`src/rtl/cla_pkg.sv`:
```
// Shared types and helpers for the nibble-serial CLA adder.
// Used by cla_nibble_datapath and cla_serial_add_ctrl.
package cla_pkg;

  localparam int NIBBLE_W = 4;

  typedef enum logic [1:0] {
    IDLE = 2'd0,
    RUN  = 2'd1,
    DONE = 2'd2
  } cla_seq_state_t;

  function automatic int nib_count(input int width);
    return width / NIBBLE_W;
  endfunction

endpackage

```
`src/rtl/cla_nibble_datapath.sv`:
```
// Combinational 4-bit carry-lookahead slice.
// Generate/propagate terms feed flat lookahead carries.
module cla_nibble_datapath
  import cla_pkg::*;
(
  input  logic [NIBBLE_W-1:0] a_i,
  input  logic [NIBBLE_W-1:0] b_i,
  input  logic                c_i,
  output logic [NIBBLE_W-1:0] s_o,
  output logic                c_o
);

  logic [NIBBLE_W-1:0] p;
  logic [NIBBLE_W-1:0] g;
  logic [NIBBLE_W:0]   c;

  assign p = a_i ^ b_i;
  assign g = a_i & b_i;

  assign c[0] = c_i;
  assign c[1] = g[0] | (p[0] & c[0]);
  assign c[2] = g[1] | (p[1] & g[0])
              | (p[1] & p[0] & c[0]);
  assign c[3] = g[2] | (p[2] & g[1])
              | (p[2] & p[1] & g[0])
              | (p[2] & p[1] & p[0] & c[0]);
  assign c[4] = g[3] | (p[3] & g[2])
              | (p[3] & p[2] & g[1])
              | (p[3] & p[2] & p[1] & g[0])
              | (p[3] & p[2] & p[1] & p[0] & c[0]);

  assign s_o = p ^ c[NIBBLE_W-1:0];
  assign c_o = c[NIBBLE_W];

endmodule

```
`src/rtl/cla_serial_add_ctrl.sv`:
```
// Nibble-serial WIDTH-bit adder around one 4-bit CLA slice.
// Define CLA_SUB_EN to add a `sub` port for a-b via ~b and carry-in 1.
module cla_serial_add_ctrl
  import cla_pkg::*;
#(
  parameter int WIDTH = 16
) (
  input  logic             clk,
  input  logic             rst_n,
  input  logic             in_valid,
  output logic             in_ready,
  input  logic [WIDTH-1:0] a,
  input  logic [WIDTH-1:0] b,
  input  logic             cin,
`ifdef CLA_SUB_EN
  input  logic             sub,
`endif
  output logic             out_valid,
  input  logic             out_ready,
  output logic [WIDTH-1:0] sum,
  output logic             cout,
  output logic             busy
);

  localparam int NIB = nib_count(WIDTH);
  localparam int IW  = (NIB > 1) ? $clog2(NIB) : 1;
  localparam logic [IW-1:0] LAST = IW'(NIB - 1);

  if ((WIDTH % NIBBLE_W) != 0 || WIDTH < 8) begin : g_bad_width
    $error("cla_serial_add_ctrl: WIDTH must be a multiple of 4 and >= 8");
  end

  cla_seq_state_t state_q, state_d;
  logic [WIDTH-1:0] a_q, a_d;
  logic [WIDTH-1:0] b_q, b_d;
  logic [WIDTH-1:0] sum_q, sum_d;
  logic [IW-1:0]    idx_q, idx_d;
  logic             carry_q, carry_d;
  logic             cout_q, cout_d;

  logic [NIBBLE_W-1:0] nib_a, nib_b, nib_s;
  logic                nib_co;
  logic [WIDTH-1:0]    b_acc;
  logic                c_acc;

  assign nib_a = a_q[idx_q*NIBBLE_W +: NIBBLE_W];
  assign nib_b = b_q[idx_q*NIBBLE_W +: NIBBLE_W];

  cla_nibble_datapath u_slice (
    .a_i (nib_a),
    .b_i (nib_b),
    .c_i (carry_q),
    .s_o (nib_s),
    .c_o (nib_co)
  );

`ifdef CLA_SUB_EN
  assign b_acc = sub ? ~b : b;
  assign c_acc = sub ? 1'b1 : cin;
`else
  assign b_acc = b;
  assign c_acc = cin;
`endif

  always_comb begin
    state_d = state_q;
    a_d     = a_q;
    b_d     = b_q;
    sum_d   = sum_q;
    idx_d   = idx_q;
    carry_d = carry_q;
    cout_d  = cout_q;
    unique case (state_q)
      IDLE: begin
        if (in_valid) begin
          a_d     = a;
          b_d     = b_acc;
          carry_d = c_acc;
          idx_d   = '0;
          state_d = RUN;
        end
      end
      RUN: begin
        sum_d[idx_q*NIBBLE_W +: NIBBLE_W] = nib_s;
        carry_d = nib_co;
        idx_d   = idx_q + 1'b1;
        if (idx_q == LAST) begin
          cout_d  = nib_co;
          state_d = DONE;
        end
      end
      DONE: begin
        if (out_ready) state_d = IDLE;
      end
      default: state_d = IDLE;
    endcase
  end

  always_ff @(posedge clk or negedge rst_n) begin
    if (!rst_n) begin
      state_q <= IDLE;
      a_q     <= '0;
      b_q     <= '0;
      sum_q   <= '0;
      idx_q   <= '0;
      carry_q <= 1'b0;
      cout_q  <= 1'b0;
    end else begin
      state_q <= state_d;
      a_q     <= a_d;
      b_q     <= b_d;
      sum_q   <= sum_d;
      idx_q   <= idx_d;
      carry_q <= carry_d;
      cout_q  <= cout_d;
    end
  end

  assign in_ready  = (state_q == IDLE);
  assign out_valid = (state_q == DONE);
  assign busy      = (state_q != IDLE);
  assign sum       = sum_q;
  assign cout      = cout_q;

endmodule

```
`config.mk`:
```
export PLATFORM = sky130hd
export DESIGN_NAME = cla_serial_add_ctrl
export DESIGN_NICKNAME = d
export VERILOG_FILES = /design/src/rtl/cla_pkg.sv /design/src/rtl/cla_nibble_datapath.sv /design/src/rtl/cla_serial_add_ctrl.sv
export SDC_FILE = /design/constraint.sdc
export NUM_CORES = 1
export LEC_CHECK = 0
export BUFFER_PORTS_ARGS = -buffer_cell sky130_fd_sc_hd__buf_2
export CORE_MARGIN = 5
export CORE_UTILIZATION = 30
export CTS_CLUSTER_DIAMETER = 30
export DETAILED_ROUTE_END_ITERATION = 8
export RECOVER_POWER = 50
export SKIP_CTS_REPAIR_TIMING = 1
export SYNTH_ARGS = -nofsm -noshare
export SYNTH_HDL_FRONTEND = slang
export SYNTH_SLANG_ARGS = --single-unit
```
`constraint.sdc`:
```
create_clock -name clk -period 3.45 [get_ports clk]
set_input_delay 0.345 -clock clk [delete_from_list [all_inputs] [get_ports clk]]
set_output_delay 0.345 -clock clk [all_outputs]
set_load 0.01 [all_outputs]
```
======== After elaboration in Yosys (flattened, before gate mapping) ========
Index checks and enable logic that the tools add are counted.
storage, ports and cells
  bits in registers ....................... 54
cells by class
  $add $sub $neg .......................... 2
  equality and inequality tests ........... 6
  shift-type cells ........................ 4
  mux-type cells .......................... 9
  bitwise gates (word level) .............. 29
  reductions and logical operators ........ 7
operators by type and width
  cell                                                                      number
  4-bit negator with 34-bit output                                          1
  4-bit by 34-bit variable shift with 16-bit output (first input constant)  1
  4-bit by 34-bit variable part select with 16-bit output                   1
  16-bit by 5-bit variable part select with 4-bit output                    2
  1-bit AND                                                                 16
  16-bit bitwise mux                                                        1
  1-bit bitwise OR                                                          10
  2-bit 2-to-1 mux                                                          4
  4-bit bitwise XOR                                                         2
  2-bit case mux with 3 select lines                                        1
  2-bit AND reduction                                                       3
  4-bit AND                                                                 1
  2-bit equality test (second input constant)                               2
  2-bit inequality test (second input constant)                             2
  2-bit case mux with 2 select lines                                        1
  2-bit nonzero test                                                        2
  3-bit AND reduction                                                       1
  2-bit by 1-bit adder with 2-bit output (second input constant)            1
  2-bit by 1-bit equality test with 1-bit output (second input constant)    1
  2-bit zero test                                                           1
  2-bit by 1-bit inequality test with 1-bit output (second input constant)  1
  1-bit case mux with 2 select lines                                        1
  1-bit 2-to-1 mux                                                          1

======== Logic depth before layout (Yosys ltp) ========
  depth after elaboration ................. 9
  gate-level depth with buffers ........... 7

======== Modules after synthesis ========
From an unflattened synthesis, not the netlist that was laid out.
second synthesis, totals
  cell total of the unflattened synthesis .. 186
  area, all modules ....................... 2667.6 um2
by module, submodules not included
  module               instances  cells each  area an instance (um2)  seq. area each (um2)
  cla_serial_add_ctrl  1          169         2519.9                  1351.3
  cla_nibble_datapath  1          17          147.6                   0.0

======== Worst setup path after synthesis ========
OpenSTA, ideal clock, no wires.
  kind .................................... register -> register
  from .................................... reg idx_q[0]
  to ...................................... reg sum_q[10] (netlist: sum[10])
  library setup time ...................... 138 ps
  data arrival time ....................... 2361 ps
  required time ........................... 3312 ps
  path slack .............................. 951 ps
  stages on the path, launching flop included .. 8
  buffers on the path ..................... 2
  path through ............................ dfrtp_1 buf_2 buf_2 mux4_2 ha_1 a21o_1 a211oi_1 o31ai_1
on the way
  word-level cells in the longest chain between the ends .. 9
  elaborated cells between the ends (all ways) .. 24
  classes of those cells .................. add/sub (1); shift (4); mux (1); bitwise (18)
RTL lines
  what                                                                       line                                                                             RTL
  from (decl)                                                                cla_serial_add_ctrl.sv:37                                                        logic [IW-1:0] idx_q, idx_d;
  from (signal assigned)                                                     cla_serial_add_ctrl.sv:113                                                       idx_q <= idx_d;
  16-bit by 5-bit variable part select with 4-bit output (on tied branches)  cla_serial_add_ctrl.sv:46, cla_serial_add_ctrl.sv:47
  4-bit bitwise XOR / 4-bit AND (equally long branches)                      cla_nibble_datapath.sv:17, cla_nibble_datapath.sv:18
  1-bit AND (on tied branches)                                               cla_nibble_datapath.sv:24, cla_nibble_datapath.sv:25, cla_nibble_datapath.sv:26
  1-bit bitwise OR, or another cell as far along                             cla_nibble_datapath.sv:24                                                        assign c[3] = g[2] | (p[2] & g[1])
  1-bit bitwise OR / 1-bit AND (equally long branches)                       cla_nibble_datapath.sv:25, cla_nibble_datapath.sv:26
  1-bit bitwise OR                                                           cla_nibble_datapath.sv:26                                                        | (p[2] & p[1] & p[0] & c[0]);
  4-bit bitwise XOR                                                          cla_nibble_datapath.sv:32                                                        assign s_o = p ^ c[NIBBLE_W-1:0];
  4-bit by 34-bit variable part select with 16-bit output                    cla_serial_add_ctrl.sv:84                                                        sum_d[idx_q*NIBBLE_W +: NIBBLE_W] = nib_s;
  16-bit bitwise mux *                                                       cla_serial_add_ctrl.sv:84
  to (signal assigned)                                                       cla_serial_add_ctrl.sv:112                                                       sum_q <= sum_d;
  to (decl)                                                                  cla_serial_add_ctrl.sv:36                                                        logic [WIDTH-1:0] sum_q, sum_d;
Every way passes the cells marked *; elsewhere a longest branch is shown, timed or not.
A chain may end at the register's enable or synchronous reset.

======== Worst setup path after layout ========
  from .................................... reg idx_q[0]
  to ...................................... reg sum_q[6] (netlist: sum[6])
The elaborated chain is that of the path after synthesis.

==> run summary <==
============================================================================
Worst reg2reg startpoint                                        idx_q[0]$_DFFE_PN0P_
Number of vias after detailed routing                                  1,743
Final net count                                                          289
CTS sink count                                                            54
Area of the mapped netlist                                          2670 µm²
Power density over the cells                                     1070 nW/µm²
Met2 wire length                                                     2660 µm
Growth of design area from synthesis to finish                         17.3%
Core area                                                           8680 µm²
Outcome                                                         complete, no violations
Syn Inst Count                                                           184
Amount of wire on met3 after detailed routing                         328 µm
Most common cell after layout, fill and taps aside              sky130_fd_sc_hd__dfrtp_1
Routed Wire Length                                                   5780 µm
Worst IR Drop VDD                                                 0.000318 V
Buffers from clock root to sink, at most                                   2
Worst setup path category                                       flop to flop
1st-iter DRT viols                                                        69
Critical path launch point type                                         flop
I/O pins                                                                  57
Worst slew margin                                                      1.53%
Insertion delay to the later sink of the worst-skew pair             0.30 ns
Initial antenna violation count                                            0
Layout Utilization                                                     36.1%
Final routed wire length divided by cell count                       16.5 µm
Share of post-route cells with drive strength above 1                  37.6%
Syn Nets                                                                 232
Std cell rows                                                             34
Vias per inst                                                           4.98
Finish-stage setup viols                                                   0
Number of remaining DRC errors                                             0
Worst setup skew after layout                                     0.00515 ns
Launching element of the worst setup path                       idx_q[0]$_DFFE_PN0P_
Detailed-router iteration count before antenna repair                      4
Antenna viol nets, final                                                   0
Antenna Cells                                                              0
CTS HTree Levels                                                           2
Final hold violation count                                                 0
Pin count of the biggest net entering global routing                      35
Unrepaired setup endpoints after global routing                           no
Total number of yosys warnings                                             0
Crit path capture type                                                  flop
Register bit total from synthesis                                         54
Design area                                                         3130 µm²
Buffers added on ports                                                    56
Height of the die                                                     104 µm
Reg clk slew, reported paths                                         0.10 ns
Total die area                                                    10,900 µm²
DP Cell Count                                                            342
Final max-slew violation count                                             0
Final-layout setup total negative slack                                 0 ns
Period utilization                                                     78.9%
Wire length of the first global-routing pass                         9340 µm
Hold path startpoint                                                    b[9]
Max-cap violations                                                         0
Worst slew pin tran                                                  1.48 ns
Clock tree from TritonCTS                                                yes
Non-filler instance count after layout                                   350
Root Buffer                                                     sky130_fd_sc_hd__clkbuf_8
Post-synthesis sequential area ratio                                   50.6%
Worst path required time                                             3.62 ns
Fin crit period                                                      2.72 ns
Number of buffers created by CTS                                           5
Mean cell area of the mapped netlist                                14.5 µm²
Peak fanout along the critical path                                       13
Total Power Consumption                                              3.34 mW
Met1 routed wirelength after detailed routing                        2750 µm
Cell area reported after detailed placement                         3040 µm²
Arrival time worst endpoint                                          2.89 ns
Total congestion overflow                                                  0
Min-Delay Path Class                                            primary input to flop
Gpl congestion                                                         0.781
Top library cells by usage in the layout, fill and taps aside   54 x sky130_fd_sc_hd__dfrtp_1, 45 x sky130_fd_sc_hd__buf_2, 20 x sky130_fd_sc_hd__mux2_4
Vias in the first global route                                         1,782
Dpl hpwl                                                             4460 µm
Maximum operating frequency                                          367 MHz
Count of unique library cells instantiated by Yosys                       38
Leak Pwr                                                             1.47 nW
Total global routing track utilization                                 10.7%
Horizontal die dimension                                              104 µm
Initial cell density of the core                                       30.8%
Uppermost layer routed                                                  met4
============================================================================
[per-layer routing]
| metal | GRT usage [%] | vias to the layer above |
|---|---|---|
| li1 | - | 811 |
| met1 | 15.0 | 876 |
| met2 | 16.0 | 52 |
| met3 | 3.60 | 4 |
| met4 | 2.22 | 0 |
| met5 | 0 | - |
[layout make-up]
type / instances / area (µm²)
clock inverters: 3 / 40.0
repair buffers: 59 / 285
fillers: 865 / 5550
multi-input cells: 116 / 1230
flip-flops and latches: 54 / 1350
inverters: 5 / 18.8
well taps: 108 / 135
clock buffers: 5 / 68.8
[Yosys cell counts (all sizes together)]
library cell | instances | area share (%)
dfrtp | 54 | 51
mux2 | 33 | 17
ha | 10 | 4.7
a22o | 9 | 3.0
mux4 | 8 | 6.7
nand2 | 7 | 0.98
buf | 6 | 2.1
inv | 5 | 0.70
nor2 | 5 | 0.70
o31ai | 5 | 1.4
a32o | 4 | 1.5
nand3b | 4 | 1.1
a21o | 3 | 0.84
clkbuf | 3 | 0.42
nor2b | 3 | 0.70
a211oi | 2 | 0.56
and3 | 2 | 0.47
and4 | 2 | 0.66
nand4 | 2 | 0.47
nor3b | 2 | 1.2
o21ai | 2 | 0.37
a21oi | 1 | 0.19
a221oi | 1 | 0.33
a22oi | 1 | 0.28
a2bb2oi | 1 | 0.33
a31oi | 1 | 0.23
and4b | 1 | 0.37
fa | 1 | 0.75
nand2b | 1 | 0.23
nand3 | 1 | 0.19
nand4b | 1 | 0.33
o221ai | 1 | 0.33
or2 | 1 | 0.23
xor2 | 1 | 0.33
[registers in the layout (all words and copies together), names as in the netlist]
register	cells
a_q	16
b_q	16
carry_q	1
cout	1
idx_q	2
state_q	2
sum	16
[path summary, 6_finish.rpt]
kind	to	slack (ns)	cells after the start
worst max-delay path	sum[6]$_DFFE_PN0P_	0.73	6
worst min-delay path	b_q[9]$_DFFE_PN0P_	0.26	2
worst max register to register	sum[6]$_DFFE_PN0P_	0.73	6
worst min register to register	sum[10]$_DFFE_PN0P_	0.49	2
max in group asynchronous	sum[2]$_DFFE_PN0P_	1.06	2
min in group asynchronous	sum[0]$_DFFE_PN0P_	0.38	1
[metrics by stage]
step | setup slack (ns) | hold WS [ns]
floorplan | 0.951 | 0.0494
global placement | 0.810 | 0.395
detailed placement | 0.732 | 0.401
CTS | 0.725 | 0.0665
global route | 0.474 | 0.243
finish | 0.727 | 0.257
[logic make-up (layout without fill, tap and decap cells)]
group           Yosys count  after routing  share of synthesized area [%]
buf+inv                  14             72                           3.19
fa+ha+maj                11             11                           5.44
flops                    54             54                           50.6
xor+xnor                  1              1                          0.328
mux                      41             41                           23.5
simple gates             32             32                           7.64
compound gates           31             31                           9.33
[worst max-delay path, stage by stage, from the launching register on]
cell	delay, ns
sky130_fd_sc_hd__dfrtp_1	0.53
sky130_fd_sc_hd__buf_4	0.28
sky130_fd_sc_hd__mux4_2	0.55
sky130_fd_sc_hd__ha_1	0.31
sky130_fd_sc_hd__a21o_1	0.19
sky130_fd_sc_hd__a211oi_1	0.58
sky130_fd_sc_hd__o31ai_1	0.15
[power breakdown]
group | leakage, nW | internal, mW | switching, mW | total, mW
Clock | 0.0579 | 0.214 | 0.202 | 0.416
Combinational | 0.740 | 0.861 | 0.893 | 1.75
Sequential | 0.669 | 0.927 | 0.244 | 1.17
Total | 1.47 | 2.00 | 1.34 | 3.34
Note: power is estimated with default switching activity, not from simulation.
